--- src/rtl/cdss_pkg.sv ---
// Shared types for the sequential add/sub-compare-shift-decode block.
package cdss_pkg;

  typedef enum logic [1:0] {
    OP_ADD     = 2'b00,
    OP_SUB     = 2'b01,
    OP_ACC_ADD = 2'b10,
    OP_ACC_SUB = 2'b11
  } op_e;

  typedef enum logic [1:0] {
    S_IDLE  = 2'd0,
    S_SHIFT = 2'd1,
    S_DONE  = 2'd2
  } state_e;

  function automatic logic op_uses_acc(input op_e o);
    return (o == OP_ACC_ADD) || (o == OP_ACC_SUB);
  endfunction

  function automatic logic op_is_sub(input op_e o);
    return (o == OP_SUB) || (o == OP_ACC_SUB);
  endfunction

endpackage

--- src/rtl/cdss_seq_addsub_n.sv ---
// Ripple-carry adder/subtractor; subtraction is x + ~y + 1 via the carry-in.
module addsub_n #(
  parameter int unsigned W = 8
) (
  input  logic         sub,
  input  logic [W-1:0] x,
  input  logic [W-1:0] y,
  output logic [W-1:0] s,
  output logic         cout,
  output logic         c_msb_in
);

  logic [W:0]   w_c;
  logic [W-1:0] w_y;

  assign w_y    = y ^ {W{sub}};
  assign w_c[0] = sub;

  for (genvar i = 0; i < W; i++) begin : g_fa
    assign s[i]     = x[i] ^ w_y[i] ^ w_c[i];
    assign w_c[i+1] = (x[i] & w_y[i]) | (w_c[i] & (x[i] ^ w_y[i]));
  end

  assign cout     = w_c[W];
  assign c_msb_in = w_c[W-1];

endmodule

--- src/rtl/cdss_seq.sv ---
// Sequential add/sub with accumulator, compare-steered bit-serial shifter,
// one-hot decode of the result LSBs and a sticky overflow flag.
module cdss_seq
  import cdss_pkg::*;
#(
  parameter  int unsigned W        = 8,
  parameter  int unsigned DEC_BITS = 4,
  localparam int unsigned SHW      = $clog2(W),
  localparam int unsigned DW       = 2**DEC_BITS
) (
  input  logic           clk,
  input  logic           rst_n,
  input  logic           in_valid,
  output logic           in_ready,
  input  logic [1:0]     op,
  input  logic [W-1:0]   a,
  input  logic [W-1:0]   b,
  input  logic [SHW-1:0] sh_amt,
  input  logic           clr_sticky,
  output logic           out_valid,
  input  logic           out_ready,
  output logic [W-1:0]   s,
  output logic           ovf,
  output logic [W-1:0]   t,
  output logic [DW-1:0]  d,
  output logic           ovf_sticky
);

  state_e         r_state, w_state_nxt;
  logic [W-1:0]   r_s, r_t, r_acc;
  logic           r_ovf, r_sticky, r_shr;
  logic [DW-1:0]  r_d;
  logic [SHW-1:0] r_cnt;

  logic [W-1:0]   w_x, w_sum;
  logic           w_cout, w_cmsb, w_accept, w_deliver, w_gt;
  op_e            w_op;

  assign w_op      = op_e'(op);
  assign w_x       = op_uses_acc(w_op) ? r_acc : a;
  assign w_gt      = $signed(w_x) > $signed(b);
  assign w_accept  = in_valid && (r_state == S_IDLE);
  assign w_deliver = (r_state == S_DONE) && out_ready;

  addsub_n #(.W(W)) u_addsub (
    .sub      (op_is_sub(w_op)),
    .x        (w_x),
    .y        (b),
    .s        (w_sum),
    .cout     (w_cout),
    .c_msb_in (w_cmsb)
  );

  always_ff @(posedge clk or negedge rst_n) begin
    if (!rst_n) r_state <= S_IDLE;
    else        r_state <= w_state_nxt;
  end

  always_comb begin
    w_state_nxt = r_state;
    unique case (r_state)
      S_IDLE:  if (in_valid) w_state_nxt = (sh_amt != '0) ? S_SHIFT : S_DONE;
      S_SHIFT: if (r_cnt == SHW'(1)) w_state_nxt = S_DONE;
      S_DONE:  if (out_ready) w_state_nxt = S_IDLE;
      default: w_state_nxt = S_IDLE;
    endcase
  end

  // Datapath: capture at accept, then shift one bit per SHIFT cycle.
  always_ff @(posedge clk or negedge rst_n) begin
    if (!rst_n) begin
      r_s      <= '0;
      r_ovf    <= 1'b0;
      r_t      <= '0;
      r_d      <= '0;
      r_acc    <= '0;
      r_cnt    <= '0;
      r_shr    <= 1'b0;
      r_sticky <= 1'b0;
    end else begin
      if (w_accept) begin
        r_s   <= w_sum;
        r_ovf <= w_cout ^ w_cmsb;
        r_acc <= w_sum;
        r_d   <= DW'(1) << w_sum[DEC_BITS-1:0];
        r_cnt <= sh_amt;
        r_shr <= w_gt;
        r_t   <= w_gt ? w_x : b;
      end else if (r_state == S_SHIFT) begin
        r_cnt <= r_cnt - SHW'(1);
        r_t   <= r_shr ? {r_t[W-1], r_t[W-1:1]} : {r_t[W-2:0], 1'b0};
      end
      // A delivered overflow beats a concurrent clear.
      if (w_deliver && r_ovf) r_sticky <= 1'b1;
      else if (clr_sticky)    r_sticky <= 1'b0;
    end
  end

  assign in_ready   = (r_state == S_IDLE);
  assign out_valid  = (r_state == S_DONE);
  assign s          = r_s;
  assign ovf        = r_ovf;
  assign t          = r_t;
  assign d          = r_d;
  assign ovf_sticky = r_sticky;

endmodule

--- config.mk ---
export PLATFORM = sky130hd
export DESIGN_NAME = cdss_seq
export DESIGN_NICKNAME = d
export VERILOG_FILES = /design/src/rtl/cdss_pkg.sv /design/src/rtl/cdss_seq_addsub_n.sv /design/src/rtl/cdss_seq.sv
export SDC_FILE = /design/constraint.sdc
export NUM_CORES = 1
export LEC_CHECK = 0
export CORE_MARGIN = 2
export CORE_UTILIZATION = 45
export DETAILED_ROUTE_END_ITERATION = 16
export HOLD_SLACK_MARGIN = 0.08
export PLACE_DENSITY_LB_ADDON = 0.3
export SLEW_MARGIN = 20
export SYNTH_ARGS = -nofsm -noshare
export SYNTH_HDL_FRONTEND = slang
export SYNTH_SLANG_ARGS = --single-unit
--- constraint.sdc ---
create_clock -name clk -period 3.65 [get_ports clk]
set_input_delay 0.5475 -clock clk [delete_from_list [all_inputs] [get_ports clk]]
set_output_delay 0.5475 -clock clk [all_outputs]
set_load 0.005 [all_outputs]
==> summary.txt <==
Critical path
  – Critical Path Slowest Stage Cell: clkdlybuf4s50_1
  – CP required: 3870 ps
  – Critical Path, Cell by Cell: clkdlybuf4s50_1, mux2_4, fa_2, inv_1, fa_1, inv_1, fa_1, inv_1, fa_1, inv_2, fa_1, inv_2, fa_2, fa_2, a21oi_1
  – CP most frequent cell: fa_1
  – CP Capture Type: flip-flop
  – CP max FO: 2
  – Buf/Inv on CP: 6
  – CP peak stage delay: 440 ps
  – Crit path max-delay family: adder cells
  – Critical path class: in -> reg
  – Worst path arrival time: between 3000 and 4000 ps
  – Critical path startpoint category: primary input

Timing
  – Tcrit/Tclk final: a little over nine tenths
  – Slew HR: 27.66%
  – Max-slew violation count: 0
  – Setup violations, final: 0
  – Final hold vios: 0
  – Worst-margin pin slew: between 1000 and 1500 ps
  – Clk_skew: 4.186 ps
  – WHS: between 300 and 400 ps
  – Setup TNS Final: 0 ps
  – Max Fclk: 283.5 MHz
  – Min Tclk post-route: around 3500 ps

Logic synthesis
  – Post-synth ARST share: between 90% and 100%
  – Post-Syn Instances: 258
  – Primary FF master, synth: dfrtp_1
  – Syn Nets: 301
  – Mapped cell area: 2497 um2
  – YS warnings: 0
  – Flops & latches, synth: 40
  – Syn_area_per_cell: 9.680 um2
  – Most numerous cell in the Yosys netlist: nand2_1
  – Synth top area cells: dfrtp_1 (40%), nand2_1 (6.5%), fa_1 (5.6%)
  – Post-synth EDFFs: 0
  – Seq/Total Area, Yosys: between 40% and 50%
  – Commonest cells post-synth: nand2_1 (43), dfrtp_1 (40), inv_1 (24), mux2i_1 (12)
  – Yosys cell types: 41
  – Post-synth top area share: 40.08%
  – Area leader, netlist: dfrtp_1

Cells and area
  – Layout Cells excl Fill: 396
  – P&R area growth vs syn: 34.52%
  – Fillers: around 460
  – Ant diodes: 0
  – Share of cells above drive strength 1: a little over an eighth
  – Final layout net count: 366

Pwr
  – Total power: 2.704 mW
  – Pwr Density: 804.9 nW/um2
  – Maximum vdd drop: about 0.00036 V
  – Leakage: roughly 1.5 nW

Die
  – Boundary Pins: 62
  – Core area: 5439 um2
  – Initial core utilization: 45.92%
  – Die Ht: 78.50 um
  – Die extent in x: 78.50 um
  – Num rows: 27
  – Die area: roughly 6000 um2

Placement
  – Number of port buffers: 61
  – Hpwl dp: 4459 um
  – Placed insts: 388
  – RD Place Congestion: between 0.8 and 0.9

Global routing
  – Overall Global Routing Usage: around 20%
  – Initial antenna violation count: 0
  – Total gr overflow: 0
  – Largest net degree at the start of global routing: 52
  – First-pass GRT wire length: 9798 um
  – Number of global-route vias before repair: 1999

Clock network
  – Longest Clk Path Bufs: 2
  – H-Tree Depth: 2
  – CTS root buf: clkbuf_8
  – Post-CTS Setup Bufs: 0
  – Worst skew pair latency: 290 ps
  – Clock transition at path regs: 80 ps
  – # clock sinks: 40
  – CTS tree: built
  – Cts hold-fix bufs: 0
  – TritonCTS buffer count: 5

Run status
  – Outcome: completed

Detailed routing
  – WL/cell: 14.62 um
  – Final routed DRC violation total: 0
  – DRT Pass-1 Iters: 4
  – Vias after detailed routing: 2087
  – Via/cell ratio: 5.270
  – Final WL: 5791 um
  – DR iter-0 viols: 165
  – Antenna Nets Post-Route: 0

Job
  – Maxcap violations: 0

Min path
  – HP Class: in -> async
-- stage by stage --
stage / worst slack, ps / area [um2] / util [%]
finish: 122.9 / 3359 / 61.77
global route: -15.90 / 3359 / 61.77
CTS: 4.152 / 3322 / 61.08
detailed placement: -497.1 / 3209 / 59.01
global placement: -397.4 / 3209 / 59.01
floorplan: 11.15 / 2499 / -
-- report_power, final --
group	internal, mW	switching (mW)	total, mW	leakage (nW)
Clock	0.202	0.159	0.361	0.0541
Sequential	0.656	0.177	0.833	0.505
Combinational	0.783	0.726	1.51	0.948
-- routing by layer --
metal / up-vias / wire, um / GRT usage, %
met5: - / 0 / 0
met4: 0 / 99 / 5.439
met3: 9 / 222 / 3.448
met2: 54 / 2743 / 30.60
met1: 995 / 2725 / 29.22
li1: 1029 / - / -
-- layout make-up --
| type | instances | area (um2) | area share, % |
|---|---|---|---|
| inverter | 24 | 90.09 | 2.682 |
| tap | 72 | 90.09 | 2.682 |
| clock buffer | 5 | 68.82 | 2.048 |
| sequential | 40 | 1001 | 29.80 |
| clock inverter | 3 | 42.54 | 1.266 |
| multi-input combinational | 177 | 1351 | 40.22 |
| timing repair buffer | 75 | 715.7 | 21.30 |
-- cell usage in the layout, fill, tap and decap left out, types with 2 or more instances in the layout --
| cell | netlist | final |
|---|---|---|
| a211o_1 | 2 | 2 |
| a211oi_1 | 2 | 2 |
| a21oi_1 | 10 | 9 |
| and3_1 | 2 | 2 |
| buf_4 | 0 | 14 |
| clkbuf_8 | 0 | 5 |
| clkdlybuf4s50_1 | 0 | 55 |
| dfrtp_1 | 40 | 40 |
| dlymetal6s2s_1 | 0 | 4 |
| fa_1 | 7 | 4 |
| fa_2 | 0 | 3 |
| ha_1 | 10 | 10 |
| inv_1 | 24 | 22 |
| inv_2 | 0 | 2 |
| mux2_2 | 3 | 2 |
| mux2i_1 | 12 | 11 |
| nand2_1 | 43 | 43 |
| nand2b_1 | 6 | 6 |
| nand4_1 | 7 | 7 |
| nor2_1 | 10 | 10 |
| nor2b_1 | 3 | 3 |
| o211ai_1 | 10 | 10 |
| o21ai_0 | 5 | 5 |
| o22ai_1 | 2 | 2 |
| o311ai_2 | 3 | 3 |
| o31ai_1 | 11 | 11 |
| o41ai_1 | 6 | 6 |
| xnor2_1 | 6 | 5 |
| xor2_1 | 3 | 2 |
-- repair_timing --
action	in CTS	in global routing
setup endpoints to repair	2	2
pin swaps	0	6
gates resized for setup	2	15
gates cloned	0	0
-- logic make-up after synthesis --
family,count (synthesis),share of synthesized area (%)
flops,40,40.08
simple gates,79,15.23
compound gates,57,17.59
xor+xnor,9,3.156
fa+ha+maj,17,10.62
mux,15,6.162
buf+inv,41,7.164
-- registers in the layout, indices dropped and copies added (netlist names) --
register / cells
r_acc: 8
t: 8
d: 16
ovf: 1
r_cnt: 3
r_shr: 1
r_state: 2
ovf_sticky: 1
-- path summary, 6_finish.rpt --
kind,from,end,slack [ps],cells after the start
setup / recovery,a[1],r_acc[7],120,15
hold / removal,rst_n,d[9],380,1
setup reg to reg,r_acc[0],r_acc[7],340,15
hold reg to reg,d[4],d[4],480,2
max in group asynchronous,rst_n,t[6],2720,1
min in group clk,d[4],d[4],480,2
No activity file was read; power rests on OpenSTA's default activity.
